$ cat src/rtl/flp_adder_arbiter.sv
// flp_adder_arbiter: round-robin sharing of one pipelined FLPAdder among
// NUM_REQ requesters, with a requester-ID tag FIFO for result routing.
//
// Ports
//   clk, rst           clock, asynchronous active-high reset
//   req_valid/a/b      per-requester operation request and packed operands
//   req_ready          one-hot grant (combinational, may depend on req_valid)
//   resp_valid         one-hot, one-cycle result pulse to the owning requester
//   resp_result        shared result bus, qualified by resp_valid
//   adder_start/a/b    registered issue to the adder
//   adder_result/done  adder return path
//   inflight           operations between handshake and accepted done
//   err_spurious_done  sticky: adder_done seen with no operation outstanding

package FLP_pkg;
    localparam int OVERALL_BITS = 64;
endpackage

module flp_adder_arbiter
    import FLP_pkg::*;
#(
    parameter int NUM_REQ       = 4,
    parameter int MAX_INFLIGHT  = 8,
    parameter int ADDER_LATENCY = 3
) (
    input  logic                              clk,
    input  logic                              rst,
    input  logic [NUM_REQ-1:0]                req_valid,
    input  logic [NUM_REQ*OVERALL_BITS-1:0]   req_a,
    input  logic [NUM_REQ*OVERALL_BITS-1:0]   req_b,
    output logic [NUM_REQ-1:0]                req_ready,
    output logic [NUM_REQ-1:0]                resp_valid,
    output logic [OVERALL_BITS-1:0]           resp_result,
    output logic                              adder_start,
    output logic [OVERALL_BITS-1:0]           adder_a,
    output logic [OVERALL_BITS-1:0]           adder_b,
    input  logic [OVERALL_BITS-1:0]           adder_result,
    input  logic                              adder_done,
    output logic [$clog2(MAX_INFLIGHT+1)-1:0] inflight,
    output logic                              err_spurious_done
);

    localparam int W     = OVERALL_BITS;
    localparam int TAG_W = (NUM_REQ > 1) ? $clog2(NUM_REQ) : 1;
    localparam int AW    = $clog2(MAX_INFLIGHT);
    localparam int PW    = AW + 1;
    localparam int IW    = $clog2(MAX_INFLIGHT + 1);
    localparam int SW    = $clog2(ADDER_LATENCY + 1);

    // Registered state
    logic [SW-1:0]      supp_q, supp_d;
    logic [TAG_W-1:0]   rr_ptr_q, rr_ptr_d;
    logic [PW-1:0]      wr_ptr_q, wr_ptr_d;
    logic [PW-1:0]      rd_ptr_q, rd_ptr_d;
    logic [IW-1:0]      inflight_q, inflight_d;
    logic               start_q, start_d;
    logic [W-1:0]       a_q, a_d;
    logic [W-1:0]       b_q, b_d;
    logic [NUM_REQ-1:0] resp_valid_q, resp_valid_d;
    logic [W-1:0]       resp_result_q, resp_result_d;
    logic               err_q, err_d;
    logic [TAG_W-1:0]   tag_mem_q [MAX_INFLIGHT];

    // Combinational control
    logic               supp_active;
    logic               fifo_empty;
    logic               done_acc;
    logic               done_spur;
    logic               credit;
    logic [TAG_W-1:0]   head_tag;
    logic [TAG_W-1:0]   cand;
    logic [TAG_W-1:0]   grant_idx;
    logic               grant_vld;
    logic [NUM_REQ-1:0] grant;

    // The adder has no reset, so its done line is meaningless until any
    // operation that was in its pipeline at reset time has drained out.
    assign supp_active = (supp_q != '0);
    assign fifo_empty  = (wr_ptr_q == rd_ptr_q);
    assign done_acc    = adder_done & ~supp_active & ~fifo_empty;
    assign done_spur   = adder_done & ~supp_active & fifo_empty;
    assign head_tag    = tag_mem_q[rd_ptr_q[AW-1:0]];

    // A done accepted this cycle frees a slot, so a full FIFO may still
    // take a new operation in the same cycle.
    assign credit = (inflight_q < IW'(MAX_INFLIGHT)) | done_acc;

    // Round-robin search starting at the pointer.
    always_comb begin
        grant     = '0;
        grant_idx = '0;
        grant_vld = 1'b0;
        cand      = '0;
        if (!supp_active && credit) begin
            for (int k = 0; k < NUM_REQ; k++) begin
                cand = TAG_W'((int'(rr_ptr_q) + k) % NUM_REQ);
                if (!grant_vld && req_valid[cand]) begin
                    grant_vld = 1'b1;
                    grant_idx = cand;
                end
            end
        end
        if (grant_vld) begin
            grant[grant_idx] = 1'b1;
        end
    end

    always_comb begin
        supp_d        = supp_active ? supp_q - SW'(1) : supp_q;
        rr_ptr_d      = rr_ptr_q;
        wr_ptr_d      = wr_ptr_q + PW'(grant_vld);
        rd_ptr_d      = rd_ptr_q + PW'(done_acc);
        inflight_d    = inflight_q;
        start_d       = grant_vld;
        a_d           = a_q;
        b_d           = b_q;
        resp_valid_d  = '0;
        resp_result_d = resp_result_q;
        err_d         = err_q | done_spur;

        if (grant_vld) begin
            rr_ptr_d = (grant_idx == TAG_W'(NUM_REQ - 1)) ? '0
                                                          : grant_idx + TAG_W'(1);
            a_d      = req_a[int'(grant_idx)*W +: W];
            b_d      = req_b[int'(grant_idx)*W +: W];
        end

        // Simultaneous issue and retire leaves the count unchanged.
        if (grant_vld && !done_acc) begin
            inflight_d = inflight_q + IW'(1);
        end else if (!grant_vld && done_acc) begin
            inflight_d = inflight_q - IW'(1);
        end

        if (done_acc) begin
            resp_valid_d[head_tag] = 1'b1;
            resp_result_d          = adder_result;
        end
    end

    always_ff @(posedge clk or posedge rst) begin
        if (rst) begin
            supp_q        <= SW'(ADDER_LATENCY);
            rr_ptr_q      <= '0;
            wr_ptr_q      <= '0;
            rd_ptr_q      <= '0;
            inflight_q    <= '0;
            start_q       <= 1'b0;
            a_q           <= '0;
            b_q           <= '0;
            resp_valid_q  <= '0;
            resp_result_q <= '0;
            err_q         <= 1'b0;
        end else begin
            supp_q        <= supp_d;
            rr_ptr_q      <= rr_ptr_d;
            wr_ptr_q      <= wr_ptr_d;
            rd_ptr_q      <= rd_ptr_d;
            inflight_q    <= inflight_d;
            start_q       <= start_d;
            a_q           <= a_d;
            b_q           <= b_d;
            resp_valid_q  <= resp_valid_d;
            resp_result_q <= resp_result_d;
            err_q         <= err_d;
        end
    end

    // Tag storage needs no reset: the pointers define which entries are live.
    // When full, the write slot equals the head slot; the head is read
    // before the edge, so a same-cycle pop and push is safe.
    always_ff @(posedge clk) begin
        if (grant_vld) begin
            tag_mem_q[wr_ptr_q[AW-1:0]] <= grant_idx;
        end
    end

    assign req_ready         = grant;
    assign resp_valid        = resp_valid_q;
    assign resp_result       = resp_result_q;
    assign adder_start       = start_q;
    assign adder_a           = a_q;
    assign adder_b           = b_q;
    assign inflight          = inflight_q;
    assign err_spurious_done = err_q;

endmodule
$ cat config.mk
export PLATFORM = sky130hd
export DESIGN_NAME = flp_adder_arbiter
export DESIGN_NICKNAME = d
export VERILOG_FILES = /design/src/rtl/flp_adder_arbiter.sv
export SDC_FILE = /design/constraint.sdc
export NUM_CORES = 1
export LEC_CHECK = 0
export ABC_CLOCK_PERIOD_IN_PS = 9100
export BUFFER_PORTS_ARGS = -buffer_cell sky130_fd_sc_hd__buf_4
export CORE_AREA = 2 2 303 305
export DETAILED_ROUTE_END_ITERATION = 10
export DIE_AREA = 0 0 305 307
export PLACE_DENSITY = 0.47
export SETUP_SLACK_MARGIN = 0.5
export SLEW_MARGIN = 20
export SYNTH_ARGS = -nofsm -noshare
export SYNTH_HDL_FRONTEND = slang
export SYNTH_SLANG_ARGS = --single-unit
$ cat constraint.sdc
create_clock -name clk -period 9.1 [get_ports clk]
set_input_delay 0.91 -clock clk [delete_from_list [all_inputs] [get_ports clk]]
set_output_delay 0.91 -clock clk [all_outputs]
set_load 0.03 [all_outputs]
==> flow_summary.rst, run 1 <==
.. list-table::
   :header-rows: 1

   * - Metric
     - Value
   * - Outcome
     - finished clean
   * - Effective utilization at floorplan
     - 0.1568
   * - Hold WC Path Type
     - reg -> reg
   * - Net switching power
     - 0.0007636 W
   * - Total DRC errors in the routed layout
     - 0
   * - CTS H-Tree Depth
     - 2
   * - Power share of the combinational group
     - 0.142
   * - Final setup violation count
     - 0
   * - Buffers from clock root to sink, at most
     - 3
   * - Antenna violation net count after detailed routing
     - 0
   * - Final setup slack of the worst path
     - 4.159 ns
   * - Worst path most repeated cell
     - buf_4
   * - Sequential Power Share
     - 0.372
   * - Detailed-routing iteration count for the pre-antenna-repair pass
     - 5
   * - Proportion of register bits with asynchronous set or reset after synthesis
     - 0.9304
   * - Routability Congestion
     - 0.7804
   * - GRT Total Usage
     - 0.1558
   * - Worst clock skew
     - 0.01770 ns
   * - Commonest non-fill, non-tap cell in the layout
     - buf_4
   * - Setup Buffers After CTS
     - 0
   * - Setup repair after global routing missed its margin
     - no
   * - Post-route setup TNS
     - 0 ns
   * - Transition time at the pin with the least slew margin
     - 1.064 ns
   * - Max-slew headroom
     - 0.2905
   * - DIE WIDTH
     - 305 µm
   * - Synthesized cell area
     - 14220 µm²
   * - Buffer cell driving the clock tree root
     - clkbuf_16
   * - Most instantiated flip-flop cell in the synthesis netlist
     - dfrtp_1
   * - Die height
     - 307 µm
   * - Highest fanout seen on the critical path
     - 72
   * - Net count of the mapped netlist
     - 2082
   * - Clock transition at the registers of the reported paths
     - 0.05 ns
   * - Number of instances resized during post-cts repair
     - 0
   * - Hold violation total from the final report
     - 0
   * - Number of CTS-inserted buffers
     - 34
   * - Number of port buffers
     - 788
   * - Required arrival time at the worst endpoint
     - 8.19 ns
   * - Initial antenna violation count
     - 5
   * - Average cell area after synthesis
     - 9.570 µm²
   * - Core ar.
     - 90690 µm²
   * - Maximum clock frequency
     - 202.4 MHz
   * - Maximum number of pins on one net before global-route repair
     - 187
   * - Average wire per cell in the routed design
     - 22.99 µm
   * - Wire length of the first global-routing pass
     - 111.2 mm
   * - Ordered list of cells on the worst path
     - buf_4 > or4_1 > o211a_2 > o21ai_4 > buf_4 > buf_4 > nor2_1 > buf_4 > inv_1 > ha_1 > and2_1 > buf_4
   * - Worst setup path class
     - in -> out
   * - Initial DRC Count
     - 923
   * - Critical path startpoint category
     - input pin
   * - Delay of the slowest cell on the worst path
     - 0.72 ns
   * - Skew-Pair Late Insertion Delay
     - 0.54 ns
   * - Via count
     - 15530
   * - Worst endpoint data arrival time
     - 4.03 ns
   * - Portion of the post-synthesis area used by sequential elements
     - 0.4105
   * - Proportion of total power due to net switching
     - 0.2756
   * - HPWL reported at the end of detailed placement
     - 53.50 mm
   * - Rows
     - 111
   * - Signed area change from the synthesized netlist to the final layout
     - 55.78%
   * - Routed WL
     - 77.12 mm
   * - Count of boundary I/O pins
     - 789
   * - Internal power component
     - 0.002007 W
   * - Count of synthesis-stage warnings from yosys
     - 0
   * - TritonCTS clock tree
     - built
   * - Endpoint kind of the worst setup timing path
     - primary output
   * - Commonest non-fill, non-tap cells in the layout
     - buf_4 (813), o21ai_0 (257), dfrtp_1 (212), inv_1 (136)
   * - CTS sink cnt
     - 230
   * - Number of hold buffers added after cts
     - 0
   * - Post-synth EDFFs
     - 16
   * - Via count of the first global-routing pass
     - 16100
   * - Number of synthesized register bits
     - 230
   * - Synthesized netlist cell count
     - 1486
   * - Max Slew Vio Count
     - 0
   * - Slowest cell on the critical path
     - buf_4
   * - Number of max-capacitance violations reported
     - 0
   * - Period minus WS final
     - 4.941 ns
   * - Final critical-path share of the clock period
     - 0.5430
   * - Leak pwr
     - 10.56 nW
   * - Share of post-route cells with drive strength above 1
     - 0.4778
   * - Total number of nets in the final design
     - 2738
   * - Worst setup slack before clock tree synthesis
     - 4.126 ns
   * - VDD IR max
     - 0.00009668 V
   * - Worst-case hold slack
     - 0.4898 ns
   * - GRT Residual Overflow
     - 0
   * - Die area
     - 93640 µm²
   * - DR vias/cell
     - 4.631
   * - Cell variety after synth
     - 45
   * - Power density over cell area
     - 125.1 nW/µm²
   * - Clock network fraction of total power
     - 0.486
-- cell usage after synthesis (3+ instances only) --
master    instances  share of area
a211oi_1        128          0.068
o21ai_0         257          0.090
a32oi_1         128          0.079
clkbuf_1        143          0.038
a22oi_2          80          0.070
mux2_2           67          0.053
nand3_1           3         0.0011
nor2_1           10         0.0026
ha_1             12          0.011
inv_1           137          0.036
a22oi_1          48          0.025
dfrtp_1         212           0.37
nand2_1          12         0.0032
mux2i_1           3         0.0021
buf_2            37          0.013
edfxtp_1         16          0.034
mux4_2            4         0.0063
a21oi_1           4         0.0014
a31oi_1         128          0.056
and2_1            4         0.0018
xnor2_1          11         0.0068
buf_6            11         0.0087
-- critical path: cells and delay by family --
kind            cells  cell delay, ns
compound gates      2            0.27
fa+ha+maj           1            0.14
buf+inv             6            1.85
simple gates        3            0.80
-- through the flow --
step / cells / utilization / power, W / area (µm²)
after floorplan: 1486 / - / 0.001175 / 14220
after global placement: 3292 / 0.2322 / 0.001449 / 21060
after detailed placement: 3292 / 0.2322 / 0.001450 / 21060
after CTS: 3352 / 0.2442 / 0.002835 / 22150
after global routing: 3353 / 0.2443 / 0.002886 / 22150
final: 3354 / 0.2443 / 0.002770 / 22150
-- power groups by stage --
stage / clock network, W / logic, W / registers, W
2_1_floorplan: 0 / 0.000124 / 0.00105
3_3_place_gp: 0 / 0.000398 / 0.00105
3_5_place_dp: 0 / 0.000399 / 0.00105
4_1_cts: 0.00140 / 0.000400 / 0.00103
5_1_grt: 0.00143 / 0.000425 / 0.00103
6_report: 0.00135 / 0.000392 / 0.00103
-- layout make-up --
type	instances	area, µm²
clock inverters	13	112.6
fillers	9927	68540
repair buffers	814	6123
inverters	138	528.0
well taps	1186	1484
multi-input cells	924	7082
flip-flops and latches	230	5838
clock buffers	47	980.9
diodes	2	5.005
-- metal layers --
layer	track usage	part of all wire	up-vias
met1	0.1900	0.41	7623
met2	0.2698	0.49	713
met3	0.03763	0.071	110
met4	0.04778	0.029	4
li1	-	-	7082
met5	0	0.00039	-
-- kinds of logic after synthesis --
family | after synthesis | share of synthesized area
flops | 230 | 0.4105
buf+inv | 332 | 0.09713
simple gates | 43 | 0.01557
mux | 74 | 0.06150
fa+ha+maj | 13 | 0.01197
xor+xnor | 13 | 0.008006
compound gates | 781 | 0.3953
-- registers in the layout, indices dropped and copies added (netlist names) --
register and cells:
resp_valid 4, adder_a 64, rr_ptr_q 2, tag_mem_q 16, err_spurious_done 1, adder_start 1
supp_q 2, wr_ptr_q 4, adder_b 64, resp_result 64, rd_ptr_q 4, inflight 4
-- final timing paths --
path | endpoint | cells past startpoint | start | slack [ns]
max | req_ready[2] | 12 | req_valid[2] | 4.16
min | supp_q[1] | 2 | supp_q[1] | 0.49
max reg2reg | adder_b[62] | 7 | rr_ptr_q[1] | 5.10
min reg2reg | supp_q[1] | 2 | supp_q[1] | 0.49
max in group asynchronous | adder_b[54] | 3 | rst | 7.14
min in group asynchronous | inflight[0] | 2 | rst | 0.57
Power figures use the tool's default switching activity.
==> inputs of run 2 (changes only) <==
--- a/config.mk
+++ b/config.mk
@@ -5,7 +5,7 @@
 export SDC_FILE = /design/constraint.sdc
 export NUM_CORES = 1
 export LEC_CHECK = 0
-export ABC_CLOCK_PERIOD_IN_PS = 9100
+export ABC_CLOCK_PERIOD_IN_PS = 4900
 export BUFFER_PORTS_ARGS = -buffer_cell sky130_fd_sc_hd__buf_4
 export CORE_AREA = 2 2 303 305
 export DETAILED_ROUTE_END_ITERATION = 10
==> constraint.sdc (replaced) <==
create_clock -name clk -period 4.9 [get_ports clk]
set_input_delay 0.49 -clock clk [delete_from_list [all_inputs] [get_ports clk]]
set_output_delay 0.49 -clock clk [all_outputs]
set_load 0.03 [all_outputs]
==> run 2 against run 1 <==
Against the previous run: hold slack got worse by 0.38 ns; register-to-register slack got worse by 3.4 ns; cell count grew 0.21%; critical path depth shrank 5; wire length is 3.7% lower; critical path type is now reg -> out; critical endpoint is now req_ready[0]; largest power group unchanged.
==> flow_summary.rst, run 2 (synthesis gave the netlist of run 1 again) <==
.. list-table::
   :header-rows: 1

   * - Metric
     - Value
   * - Final critical-path share of the clock period
     - 0.7128
   * - GRT Residual Overflow
     - 0 (unchanged)
   * - Antenna violation net count after detailed routing
     - 0 (unchanged)
   * - Number of max-capacitance violations reported
     - 0 (unchanged)
   * - CTS H-Tree Depth
     - 1 (-1)
   * - Worst setup slack before clock tree synthesis
     - 1.510 ns (-2.616 ns)
   * - TritonCTS clock tree
     - built
   * - Endpoint kind of the worst setup timing path
     - primary output
   * - DIE WIDTH
     - 305 µm (unchanged)
   * - Final setup violation count
     - 0 (unchanged)
   * - Max Slew Vio Count
     - 0 (unchanged)
   * - Skew-Pair Late Insertion Delay
     - 0.61 ns (+0.07 ns)
   * - Critical path startpoint category
     - register
   * - Core ar.
     - 90690 µm² (unchanged)
   * - Total number of nets in the final design
     - 2739 (+0.037%)
   * - Hold violation total from the final report
     - 0 (unchanged)
   * - Power density over cell area
     - 232.5 nW/µm² (+86%)
   * - Total DRC errors in the routed layout
     - 0 (unchanged)
   * - Setup repair after global routing missed its margin
     - no
   * - Transition time at the pin with the least slew margin
     - 1.149 ns (+0.08515 ns)
   * - Hold WC Path Type
     - in -> reg
   * - Period minus WS final
     - 3.493 ns
   * - Worst r2r path cells
     - 7 (unchanged)
   * - Hold Crit Endpoint
     - resp_result[56]
   * - Reg-to-Reg Start
     - wr_ptr_q[2]
   * - Routed WL
     - 74.30 mm (-3.7%)
   * - Rows
     - 111 (unchanged)
   * - CTS sink cnt
     - 230 (unchanged)
   * - Worst-case hold slack
     - 0.1060 ns (-0.3839 ns)
   * - Post-route setup TNS
     - 0 ns (unchanged)
   * - Startpoint of the worst hold path
     - adder_result[56]
   * - Placed cell areas
     - 21170 µm² (+0.56%)
   * - VDD IR max
     - 0.0001914 V (+98%)
   * - Number of CTS-inserted buffers
     - 31 (-8.8%)
   * - Clock transition at the registers of the reported paths
     - 0.06 ns (about the same)
   * - Commonest non-fill, non-tap cell in the layout
     - buf_4
   * - Max-slew headroom
     - 0.2337 (-0.05677)
   * - Detailed-routing iteration count for the pre-antenna-repair pass
     - 5 (unchanged)
   * - Die area
     - 93640 µm² (unchanged)
   * - Wire length of the first global-routing pass
     - 108.0 mm (-2.8%)
   * - Buffer cell driving the clock tree root
     - clkbuf_16
   * - Share of post-route cells with drive strength above 1
     - 0.4797 (+0.001865)
   * - Worst endpoint data arrival time
     - 3.00 ns (-1.03 ns)
   * - Outcome
     - finished clean
   * - Reg-to-Reg End
     - adder_a[49]
   * - Initial antenna violation count
     - 11 (+6)
   * - WHS Path Cells
     - 2 (unchanged)
   * - Worst clock skew
     - 0.03028 ns (+0.01257 ns)
   * - Setup slack on the worst flop-to-flop path
     - 1.71 ns (-3.39 ns)
   * - Effective utilization at floorplan
     - 0.1568 (unchanged)
   * - DR vias/cell
     - 4.672 (+0.88%)
   * - GRT Total Usage
     - 0.1493 (-0.006469)
   * - Maximum clock frequency
     - 286.3 MHz
   * - HPWL reported at the end of detailed placement
     - 51.89 mm (-3.0%)
   * - Buffers from clock root to sink, at most
     - 3 (unchanged)
   * - Via count
     - 15700 (+1.1%)
   * - Worst setup path class
     - reg -> out
   * - Required arrival time at the worst endpoint
     - 4.41 ns (-3.78 ns)
   * - Final setup slack of the worst path
     - 1.407 ns (-2.752 ns)
   * - Die height
     - 307 µm (unchanged)
   * - Initial DRC Count
     - 933 (+1.1%)
   * - Area of all placed cells without fillers
     - 22310 µm² (+0.72%)
   * - Maximum number of pins on one net before global-route repair
     - 159 (-15%)
   * - Leak pwr
     - 10.59 nW (+0.25%)
   * - Via count of the first global-routing pass
     - 16260 (+0.99%)
   * - Number of port buffers
     - 788 (unchanged)
   * - Average wire per cell in the routed design
     - 22.11 µm (-3.9%)
   * - Highest fanout seen on the critical path
     - 59 (-18%)
   * - Count of boundary I/O pins
     - 789 (unchanged)
   * - Signed area change from the synthesized netlist to the final layout
     - 56.91%
   * - Routability Congestion
     - 0.7706 (-1.3%)
   * - Setup Buffers After CTS
     - 0 (unchanged)
   * - Commonest non-fill, non-tap cells in the layout
     - buf_4 (808), o21ai_0 (257), dfrtp_1 (212), inv_1 (136)
run 2: changes by cell type in the layout (fill, tap and decap cells not counted):
cell           previous run  this run
buf_12                    1         9
clkinvlp_4                0         8
buf_4                   813       808
bufinv_16                 1         6
clkbuf_1                  6         1
diode_2                   2         7
clkbuf_16                35        31
clkbuf_8                  6         2
clkinv_2                  8         5
clkinv_4                  1         3
clkinv_1                  0         1
clkinv_8                  1         0
dlygate4sd3_1             0         1
inv_8                     1         0
run 2: worst max-delay path by stage:
stage / startpoint / endpoint / slack [ns] / depth (start not counted)
after floorplan: rst / adder_a[0] / 1.63 / 1
after CTS: rd_ptr_q[0] / req_ready[0] / 1.20 / 7
after detailed placement: req_valid[2] / adder_a[35] / 1.51 / 8
after global routing: rd_ptr_q[0] / req_ready[0] / 1.15 / 7
after global placement: req_valid[2] / adder_a[62] / 1.58 / 8
final: rd_ptr_q[0] / req_ready[0] / 1.41 / 7
run 2: repair_timing:
action / 4_1_cts / 5_1_grt
endpoints found under the hold margin: 23 / 0
gates resized for setup: 0 / 0
hold buffers: 1 / 0
run 2: stage by stage:
step	std cells	utilization	total power [W]
after floorplan	1486	-	0.002182
after global placement	3295	0.2335	0.002702
after detailed placement	3295	0.2335	0.002702
after CTS	3354	0.2459	0.005289
after global routing	3360	0.2460	0.005410
final	3361	0.2460	0.005189
run 2: cell type report:
class	count	area, µm²
Antenna cell	7	17.52
Clock buffer	34	807.0
Clock inverter	24	305.3
Fill cell	9903	68380
Inverter	138	524.3
Multi-Input combinational cell	924	7082
Sequential cell	230	5838
Tap cell	1186	1484
Timing Repair Buffer	818	6256
run 2: metal layers:
layer | share of wire | track usage
met3 | 0.078 | 0.03763
met1 | 0.40 | 0.1839
met4 | 0.037 | 0.06056
met5 | 0.00032 | 0
met2 | 0.48 | 0.2483
run 2: power breakdown:
group	leakage [nW]	internal, W	switching, W
registers	3.08	0.00192	0.0000000000000000000252
logic	6.99	0.000363	0.000379
clock network	0.526	0.00151	0.00102
run 2: worst max-delay path, cell delays in order (launching register included):
cell and delay [ns]:
dfrtp_1 0.49, xnor2_1 0.19, nand4_1 0.19, o21ai_4 0.12, inv_4 0.35, buf_4 0.60, and2_1 0.25, buf_4 0.17
